--- config.mk ---
export PLATFORM = sky130hd
export DESIGN_NAME = led_fader
export DESIGN_NICKNAME = d
export VERILOG_FILES = /design/src/rtl/led_fader.sv
export SDC_FILE = /design/constraint.sdc
export NUM_CORES = 1
export LEC_CHECK = 0
export CORE_ASPECT_RATIO = 0.75
export CORE_UTILIZATION = 35
export DETAILED_ROUTE_END_ITERATION = 8
export DONT_BUFFER_PORTS = 1
export PLACE_DENSITY = 0.59
export SLEW_MARGIN = 20
export SYNTH_ARGS = -nofsm -noshare
export SYNTH_HDL_FRONTEND = slang
export SYNTH_SLANG_ARGS = --single-unit
--- constraint.sdc ---
create_clock -name i_clk -period 2.9 [get_ports i_clk]
set_input_delay 0.58 -clock i_clk [delete_from_list [all_inputs] [get_ports i_clk]]
set_output_delay 0.58 -clock i_clk [all_outputs]
set_load 0.02 [all_outputs]
--- src/rtl/led_fader.sv ---
// led_fader: turns a CH-bit on/off LED pattern into per-channel linear brightness ramps.
// Latency: o_led is registered, 1 clock after level/pwm_cnt; o_busy 1 clock after channel state.
// Backpressure: none; i_led is sampled every clock, and i_en=0 clears all state on the next edge.
//
// Ports:
//   i_clk    system clock, rising edge
//   i_rst_n  asynchronous active-low reset
//   i_en     fader enable; low forces every channel dark and restarts the counters
//   i_led    per-channel target (1 = fade to full, 0 = fade to off)
//   o_led    registered PWM drive, duty = level/MAX
//   o_busy   registered; high while any channel is ramping
module led_fader #(
  parameter int unsigned PWM_BITS = 8,
  parameter int unsigned STEP_DIV = 65536,
  parameter int unsigned CH       = 4
) (
  input  logic          i_clk,
  input  logic          i_rst_n,
  input  logic          i_en,
  input  logic [CH-1:0] i_led,
  output logic [CH-1:0] o_led,
  output logic          o_busy
);

  localparam logic [PWM_BITS-1:0] MAX      = '1;
  localparam logic [PWM_BITS-1:0] PWM_LAST = MAX - 1'b1;
  localparam int unsigned         DIV_W    = (STEP_DIV > 1) ? $clog2(STEP_DIV) : 1;
  localparam logic [DIV_W-1:0]    DIV_LAST = DIV_W'(STEP_DIV - 1);

  typedef enum logic [1:0] {
    ST_OFF     = 2'd0,
    ST_RISING  = 2'd1,
    ST_ON      = 2'd2,
    ST_FALLING = 2'd3
  } state_e;

  logic [PWM_BITS-1:0] pwm_cnt_q, pwm_cnt_d;
  logic [DIV_W-1:0]    div_cnt_q, div_cnt_d;
  logic [PWM_BITS-1:0] level_q [CH];
  logic [PWM_BITS-1:0] level_d [CH];
  state_e              state_q [CH];
  state_e              state_d [CH];
  logic [CH-1:0]       led_q, led_d;
  logic                busy_q, busy_d;
  logic                tick;

  // Shared timebase: PWM period of MAX clocks and a step tick every STEP_DIV clocks.
  always_comb begin
    pwm_cnt_d = (pwm_cnt_q == PWM_LAST) ? '0 : pwm_cnt_q + 1'b1;
    div_cnt_d = (div_cnt_q == DIV_LAST) ? '0 : div_cnt_q + 1'b1;
    if (!i_en) begin
      pwm_cnt_d = '0;
      div_cnt_d = '0;
    end
  end

  assign tick = (div_cnt_q == DIV_LAST);

  // Per-channel ramp FSM. The level step in a cycle always follows the current
  // state; a direction change requested in the same cycle only redirects later
  // steps. Entering RISING/FALLING with the level already at the bound (a short
  // glitch seen from ON/OFF) settles back on the next cycle without stepping.
  always_comb begin
    busy_d = 1'b0;
    led_d  = '0;
    for (int k = 0; k < int'(CH); k++) begin
      level_d[k] = level_q[k];
      state_d[k] = state_q[k];
      led_d[k]   = (level_q[k] > pwm_cnt_q);

      if (state_q[k] == ST_RISING || state_q[k] == ST_FALLING) begin
        busy_d = 1'b1;
      end

      case (state_q[k])
        ST_OFF: begin
          if (i_led[k]) state_d[k] = ST_RISING;
        end
        ST_RISING: begin
          if (tick && level_q[k] != MAX) level_d[k] = level_q[k] + 1'b1;
          if (!i_led[k])               state_d[k] = ST_FALLING;
          else if (level_d[k] == MAX)  state_d[k] = ST_ON;
        end
        ST_ON: begin
          if (!i_led[k]) state_d[k] = ST_FALLING;
        end
        ST_FALLING: begin
          if (tick && level_q[k] != '0) level_d[k] = level_q[k] - 1'b1;
          if (i_led[k])                state_d[k] = ST_RISING;
          else if (level_d[k] == '0)   state_d[k] = ST_OFF;
        end
        default: state_d[k] = ST_OFF;
      endcase

      if (!i_en) begin
        level_d[k] = '0;
        state_d[k] = ST_OFF;
      end
    end
  end

  always_ff @(posedge i_clk or negedge i_rst_n) begin
    if (!i_rst_n) begin
      pwm_cnt_q <= '0;
      div_cnt_q <= '0;
      led_q     <= '0;
      busy_q    <= 1'b0;
      for (int k = 0; k < int'(CH); k++) begin
        level_q[k] <= '0;
        state_q[k] <= ST_OFF;
      end
    end else begin
      pwm_cnt_q <= pwm_cnt_d;
      div_cnt_q <= div_cnt_d;
      led_q     <= led_d;
      busy_q    <= busy_d;
      for (int k = 0; k < int'(CH); k++) begin
        level_q[k] <= level_d[k];
        state_q[k] <= state_d[k];
      end
    end
  end

  assign o_led  = led_q;
  assign o_busy = busy_q;

endmodule

==> Flow_metrics.wiki, run 1 <==
{| class="wikitable"
! Metric !! Value
|-
| Number of antenna violations at the first check in global routing || 0
|-
| Crit share post-route || 89.6%
|-
| Number of nets in the layout || 752
|-
| Global routing usage summed across all routing layers || 18.7%
|-
| Total count of max-transition violations in the final report || 0
|-
| Peak supply drop || 0.000318 V
|-
| Area growth from synthesis to final layout || 9.52%
|-
| Port buffer count || 0
|-
| Final Critical Period || 2.60 ns
|-
| Detail Route Antenna Nets || 0
|-
| Inserted Diodes || 0
|-
| Critical Path End Type || flip-flop
|-
| CTS max path bufs || 2
|-
| Maximum clock frequency || 385 MHz
|-
| First-pass GRT wire length || 25.0 mm
|-
| Placeable core region || 16000 µm²
|-
| Biggest fanout along the worst timing path || 20
|-
| Slew HR || 55.8%
|-
| Final hold violation count || 0
|-
| Cell area after technology mapping || 5750 µm²
|-
| MaxCap Viol Count || 0
|-
| Share of synthesized flip-flops with an asynchronous set or reset || 100%
|-
| Status || complete, no violations
|-
| Synthesized area per cell || 8.33 µm²
|-
| Most frequent standard cell in the layout excluding fill and tap cells || nor2_1
|-
| Filler instances || 1623
|-
| Routed via count divided by cell count || 5.62
|-
| Insertion delay of the later-clocked pin in the worst-skew pair || 0.34 ns
|-
| Highest-count cells in the layout ignoring fill and taps || nor2_1, dfrtp_1, ha_1
|-
| Effective utilization at floorplan || 35.9%
|-
| Setup-violating endpoint count in the final report || 0
|-
| Largest net degree at the start of global routing || 70
|-
| Number of global-route vias before repair || 4810
|-
| Mean routed wirelength per cell || 16.6 µm
|-
| Master cell of the clock root buffer || clkbuf_16
|-
| Setup TNS || 0 ns
|-
| Data required time at the worst endpoint || 3.16 ns
|-
| Routed wire length || 14.9 mm
|-
| Clock tree from TritonCTS || yes
|-
| Clock slew at the register clock pins of the worst setup and hold paths || 0.06 ns
|-
| Clk sink count || 69
|-
| Proportion of synthesized chip area in sequential cells || 30.1%
|-
| Actual transition at the worst max-transition pin || 0.662 ns
|-
| Count of flip-flops with a built-in enable after synthesis || 0
|-
| Detailed Route Iter0 Violations || 336
|-
| Fraction of the core area covered by cells at the end of the flow || 39.3%
|-
| Number of I/O pins || 12
|-
| Die width || 150 µm
|-
| Nets in the synthesized netlist || 760
|-
| Power per unit of standard cell area || 556 nW/µm²
|-
| Setup Crit Path Kind || flip-flop to flip-flop
|-
| Internal power component || 0.00226 W
|-
| Cts bufs inserted || 9
|-
| Depth of the CTS H-tree || 3
|-
| DP Wirelength || 10.5 mm
|-
| Number of synthesis warnings || 0
|-
| Sequential Power Share || 34.9%
|-
| R2R Path Start || div_cnt_q[0]
|-
| Flop2flop setup slack || 0.30 ns
|-
| Endpoint of the worst register-to-register path || state_q[0]
|-
| Layout cells sized above 1 || 6.42%
|-
| Number of placement rows || 40
|-
| Fraction of power spent switching nets || 35.5%
|-
| Number of gates resized after CTS || 0
|-
| Net switching power || 0.00124 W
|-
| Arrival @ worst endpoint || 2.86 ns
|-
| Critical path startpoint category || flip-flop
|-
| Via count of the routed design || 5029
|-
| Area of the die || 16900 µm²
|-
| Total global routing overflow || 0
|-
| Unrepaired setup endpoints after global routing || no
|-
| Final routed DRC violation total || 0
|-
| Maximum clock skew at final layout || 0.00812 ns
|-
| RD Place Congestion || 0.879
|-
| Lkg Pwr || 2.73 nW
|-
| Buffer count from post-CTS setup fixing || 0
|-
| Kind of path behind the tightest hold check || input pin to asynchronous set/reset pin
|-
| Logic pwr share || 33.9%
|-
| Distinct cell type count after synthesis || 65
|-
| Hold buffer count at CTS || 1
|-
| Primary FF master, synth || dfrtp_1
|-
| Number of storage elements in the synthesis netlist || 69
|-
| Gate count after technology mapping || 690
|-
| Clock power share || 31.3%
|-
| Floorplan die height || 113 µm
|-
| Depth of the worst register-to-register path || 9
|-
| Power, Total || 0.00350 W
|-
| Number of search-and-repair iterations in the first detailed-routing pass || 5
|}
-- sequential cells by signal, indices dropped and copies added (netlist names) --
name	count
level_q	32
div_cnt_q	16
pwm_cnt_q	8
state_q	8
o_led	4
o_busy	1
-- worst max-delay path: stages, from the launching register on --
cell and delay (ns):
dfrtp_1 0.38, ha_1 0.21, and3_1 0.29, nand4_2 0.22, buf_12 0.23, nor4b_2 0.34, xor2_1 0.18, o21ai_1 0.08
a41oi_1 0.36, mux2i_1 0.24
-- Yosys cell counts, types with 3 or more instances --
cell type   n  share of area [%]
or3_1       9               0.98
xnor2_1    27                4.1
a31oi_1     3               0.33
nor3_1     26                2.3
dfrtp_1    69                 30
nor2b_1     7               0.76
nand3_1    40                3.5
inv_1      33                2.2
o211a_1     4               0.70
and2_1      6               0.65
nor4_1      8               0.87
ha_1       63                 14
buf_2       8               0.70
a21oi_1    35                3.0
o31a_1      3               0.46
a211oi_1   10                1.3
mux2_2      4               0.78
o21ai_0    25                2.2
nand2b_1   10                1.1
nand2_1    60                3.9
a22oi_1     4               0.52
nor2_1     75                4.9
or4_1       3               0.39
o31ai_1     8                1.0
o21a_1      5               0.65
and4_1      4               0.61
clkbuf_1   23                1.5
mux2i_1    18                3.1
nand4_1    21                2.3
and3_1     11                1.2
xor2_1     14                2.1
a41oi_1     3               0.46
a21o_1      7               0.91
-- power groups by stage --
stage          combinational, W  clock [W]  sequential (W)
2_1_floorplan          0.000897          0         0.00120
3_3_place_gp            0.00111          0         0.00123
3_5_place_dp            0.00114          0         0.00124
4_1_cts                 0.00118    0.00114         0.00122
5_1_grt                 0.00133    0.00117         0.00123
6_report                0.00119    0.00109         0.00122
-- cell type report --
| cell class | count | area, µm² | share of cell area (%) |
|---|---|---|---|
| Sequential cell | 69 | 1730 | 27.4 |
| Clock buffer | 12 | 246 | 3.92 |
| Inverter | 34 | 128 | 2.03 |
| Multi-Input combinational cell | 552 | 3740 | 59.5 |
| Tap cell | 210 | 263 | 4.18 |
| Clock inverter | 2 | 35.0 | 0.557 |
| Timing Repair Buffer | 16 | 153 | 2.43 |
-- layer usage --
layer  global-route usage [%]  wire (µm)
met5                        0          0
met4                     4.78        118
met3                     3.99        656
met2                     28.1       6500
met1                     27.2       7610
-- how the worst max path moves through the flow --
stage / slack [ns] / from / end
2_1_floorplan: 0.57 / div_cnt_q[0] / state_q[4]
3_3_place_gp: 0.38 / div_cnt_q[0] / state_q[4]
3_5_place_dp: 0.34 / div_cnt_q[0] / state_q[0]
4_1_cts: 0.33 / div_cnt_q[0] / state_q[0]
5_1_grt: 0.14 / div_cnt_q[0] / level_q[14]
6_report: 0.30 / div_cnt_q[0] / state_q[0]
-- cells by family after synthesis --
group	after synthesis	synth area share [%]
adder cells (fa/ha/maj)	63	13.7
AO/OA/AOI/OAI	130	15.0
multiplexers	22	3.92
buffers and inverters	69	4.83
AND/OR/NAND/NOR	296	26.3
XOR/XNOR	41	6.25
flip-flops	69	30.1
-- stage by stage --
step	setup WS, ns	hold WS, ns	instance area [µm²]	instances
floorplan	0.573	0.284	5750	690
global placement	0.376	0.287	5980	880
detailed placement	0.343	0.287	5980	880
CTS	0.328	0.131	6290	895
global route	0.140	0.145	6290	895
finish	0.301	0.112	6290	895
Power figures use the tool's default switching activity.
==> inputs of run 2 (changes only) <==
--- a/config.mk
+++ b/config.mk
@@ -6,10 +6,10 @@
 export NUM_CORES = 1
 export LEC_CHECK = 0
 export CORE_ASPECT_RATIO = 0.75
-export CORE_UTILIZATION = 35
+export CORE_UTILIZATION = 40
 export DETAILED_ROUTE_END_ITERATION = 8
 export DONT_BUFFER_PORTS = 1
-export PLACE_DENSITY = 0.59
+export PLACE_DENSITY = 0.64
 export SLEW_MARGIN = 20
 export SYNTH_ARGS = -nofsm -noshare
 export SYNTH_HDL_FRONTEND = slang
==> run 2 against run 1 <==
  * Routed wire length is 1.1% lower
  * Combinational power is 3% lower
  * Largest cell class unchanged
  * Count of clock-buffer cells in the layout is 2 lower
  * Total power is 1.7% lower
  * Global-route usage is 2.8 points higher
  * Non-clock buffer count is 1 lower
  * Hold slack better by 0.032 ns
  * Maximum frequency is 0.66% lower
==> Flow_metrics.wiki, run 2 (synthesis results as in run 1) <==
{| class="wikitable"
! Metric !! Value
|-
| Status || complete, no violations
|-
| Die width || 140 µm (-6.4%)
|-
| Cell with the biggest individual delay on the critical path || dfrtp_1
|-
| Master cell of the clock root buffer || clkbuf_16
|-
| Setup TNS || 0 ns (unchanged)
|-
| Via count of the routed design || 5117 (+1.7%)
|-
| Setup-violating endpoint count in the final report || 0 (unchanged)
|-
| CTS max path bufs || 2 (unchanged)
|-
| Routed wire length || 14.7 mm (-1.1%)
|-
| First-pass GRT wire length || 25.4 mm (+1.9%)
|-
| Layout cells sized above 1 || 6.30% (-0.13 points)
|-
| Critical Path End Type || flip-flop
|-
| Filler instances || 1374 (-15%)
|-
| Clk sink count || 69 (unchanged)
|-
| Biggest fanout along the worst timing path || 22 (+10%)
|-
| Crit share post-route || 90.2% (+0.59 points)
|-
| Fraction of the core area covered by cells at the end of the flow || 44.8% (+5.5 points)
|-
| Floorplan die height || 106 µm (-6.3%)
|-
| DP Wirelength || 10.6 mm (+0.39%)
|-
| CP cell instances || ha_1, and3_1, nand4_2, buf_4, nor2_1, a31o_1, or4_1, o211a_1, mux2i_1
|-
| Kind of path behind the tightest hold check || input pin to asynchronous set/reset pin
|-
| Number of global-route vias before repair || 5010 (+4.2%)
|-
| Total count of max-transition violations in the final report || 0 (unchanged)
|-
| Final hold violation count || 0 (unchanged)
|-
| Highest-count cells in the layout ignoring fill and taps || nor2_1, dfrtp_1, ha_1
|-
| Number of flip-flops in the largest register || 32 (unchanged)
|-
| Inserted Diodes || 0 (unchanged)
|-
| Clock tree from TritonCTS || yes
|-
| Global routing usage summed across all routing layers || 21.6% (+2.8 points)
|-
| Detailed Route Iter0 Violations || 510 (+52%)
|-
| Area of the die || 14900 µm² (-12%)
|-
| Insertion delay of the later-clocked pin in the worst-skew pair || 0.34 ns (about the same)
|-
| Mean routed wirelength per cell || 17.2 µm (+3.2%)
|-
| Power per unit of standard cell area || 553 nW/µm² (-0.52%)
|-
| Routed via count divided by cell count || 5.96 (+6.1%)
|-
| Depth of the CTS H-tree || 3 (unchanged)
|-
| Actual transition at the worst max-transition pin || 0.634 ns (-0.0280 ns)
|-
| Clock slew at the register clock pins of the worst setup and hold paths || 0.05 ns (about the same)
|-
| Area growth from synthesis to final layout || 8.19%
|-
| Detail Route Antenna Nets || 0 (unchanged)
|-
| Critical path startpoint category || flip-flop
|-
| Data required time at the worst endpoint || 3.11 ns (-0.05 ns)
|-
| MaxCap Viol Count || 0 (unchanged)
|-
| Post-route worst hold slack || 0.144 ns (+0.0316 ns)
|-
| Number of I/O pins || 12 (unchanged)
|-
| Effective utilization at floorplan || 41.4% (+5.5 points)
|-
| Power, Total || 0.00344 W (-1.7%)
|-
| Slew HR || 57.7% (+1.9 points)
|-
| RD Place Congestion || 0.944 (+7.3%)
|-
| Number of search-and-repair iterations in the first detailed-routing pass || 6 (+1)
|-
| Final routed DRC violation total || 0 (unchanged)
|-
| Placeable core region || 13900 µm² (-13%)
|-
| Regs by FF count || level_q: 32 flops, div_cnt_q: 16 flops
|-
| Number of nets in the layout || 751 (-0.13%)
|-
| Maximum clock frequency || 382 MHz (-0.66%)
|-
| Top reg by flops || level_q
|-
| Setup Crit Path Kind || flip-flop to flip-flop
|-
| Final Critical Period || 2.62 ns (+0.0172 ns)
|-
| Peak supply drop || 0.000298 V (-6.3%)
|-
| Cts bufs inserted || 9 (unchanged)
|-
| Buffer count from post-CTS setup fixing || 0 (unchanged)
|-
| Largest stage delay on the critical path || 0.41 ns (+0.03 ns)
|-
| Unrepaired setup endpoints after global routing || no
|-
| Maximum clock skew at final layout || 0.00867 ns (+0.000551 ns)
|-
| Largest net degree at the start of global routing || 70 (unchanged)
|-
| Most frequent standard cell in the layout excluding fill and tap cells || nor2_1
|-
| Lkg Pwr || 2.72 nW (-0.60%)
|-
| Number of antenna violations at the first check in global routing || 0 (unchanged)
|-
| Total global routing overflow || 0 (unchanged)
|-
| Port buffer count || 0 (unchanged)
|-
| Arrival @ worst endpoint || 2.83 ns (-0.03 ns)
|-
| Number of placement rows || 37 (-7.5%)
|-
| Number of gates resized after CTS || 0 (unchanged)
|}
==> run 2: changes by cell type in the layout (fill, tap and decap cells not counted), sizes merged <==
cell    change
clkbuf      -2
buf         -1
clkinv      +1
==> run 2: worst paths after layout <==
path	from	slack, ns	cells after the start	to
setup / recovery	div_cnt_q[0]	0.28	9	state_q[4]
hold / removal	i_rst_n	0.14	1	pwm_cnt_q[5]
setup reg to reg	div_cnt_q[0]	0.28	9	state_q[4]
hold reg to reg	div_cnt_q[0]	0.49	1	div_cnt_q[0]
max in group asynchronous	i_rst_n	2.49	1	level_q[9]
min in group i_clk	i_en	0.38	1	level_q[30]
==> run 2: timing repair <==
item                       4_1_cts  5_1_grt
hold buffers                     1        0
setup endpoints to repair        0        0
hold endpoints to repair        69        0
==> run 2: final cells by class <==
| type | count | area, µm² | area share (%) |
|---|---|---|---|
| clock inverters | 3 | 40.0 | 0.644 |
| multi-input cells | 552 | 3740 | 60.2 |
| inverters | 34 | 128 | 2.05 |
| clock buffers | 10 | 229 | 3.68 |
| flip-flops and latches | 69 | 1730 | 27.8 |
| well taps | 175 | 219 | 3.52 |
| repair buffers | 15 | 133 | 2.13 |
==> run 2: per-stage QoR <==
step           area (µm²)  worst slack [ns]  std cells
2_1_floorplan        5750             0.573        690
3_3_place_gp         5920             0.359        844
3_5_place_dp         5920             0.331        844
4_1_cts              6220             0.318        858
5_1_grt              6220             0.125        858
6_report             6220             0.284        858
==> run 2: power breakdown <==
group | switching (W) | leakage, nW | total, W | internal (W)
clock | 0.000409 | 0.134 | 0.00106 | 0.000648
sequential | 0.000160 | 0.942 | 0.00123 | 0.00107
combinational | 0.000648 | 1.64 | 0.00115 | 0.000500
total | 0.00122 | 2.72 | 0.00344 | 0.00222
==> run 2: per-layer routing <==
layer,wire length [µm],up-vias,GRT usage (%)
met5,0,-,0
met4,236,0,6.20
met3,910,27,4.04
met2,6530,170,33.4
met1,7040,2450,30.5
li1,-,2470,-
==> run 2: critical path, delay by kind of cell, from the launching register on <==
kind	cells	cell delay, ns
and+or+nand+nor	4	0.90
AOI/OAI and AO/OA	2	0.50
DFF	1	0.41
buffers and inverters	1	0.29
adders and majority gates	1	0.25
muxes	1	0.13
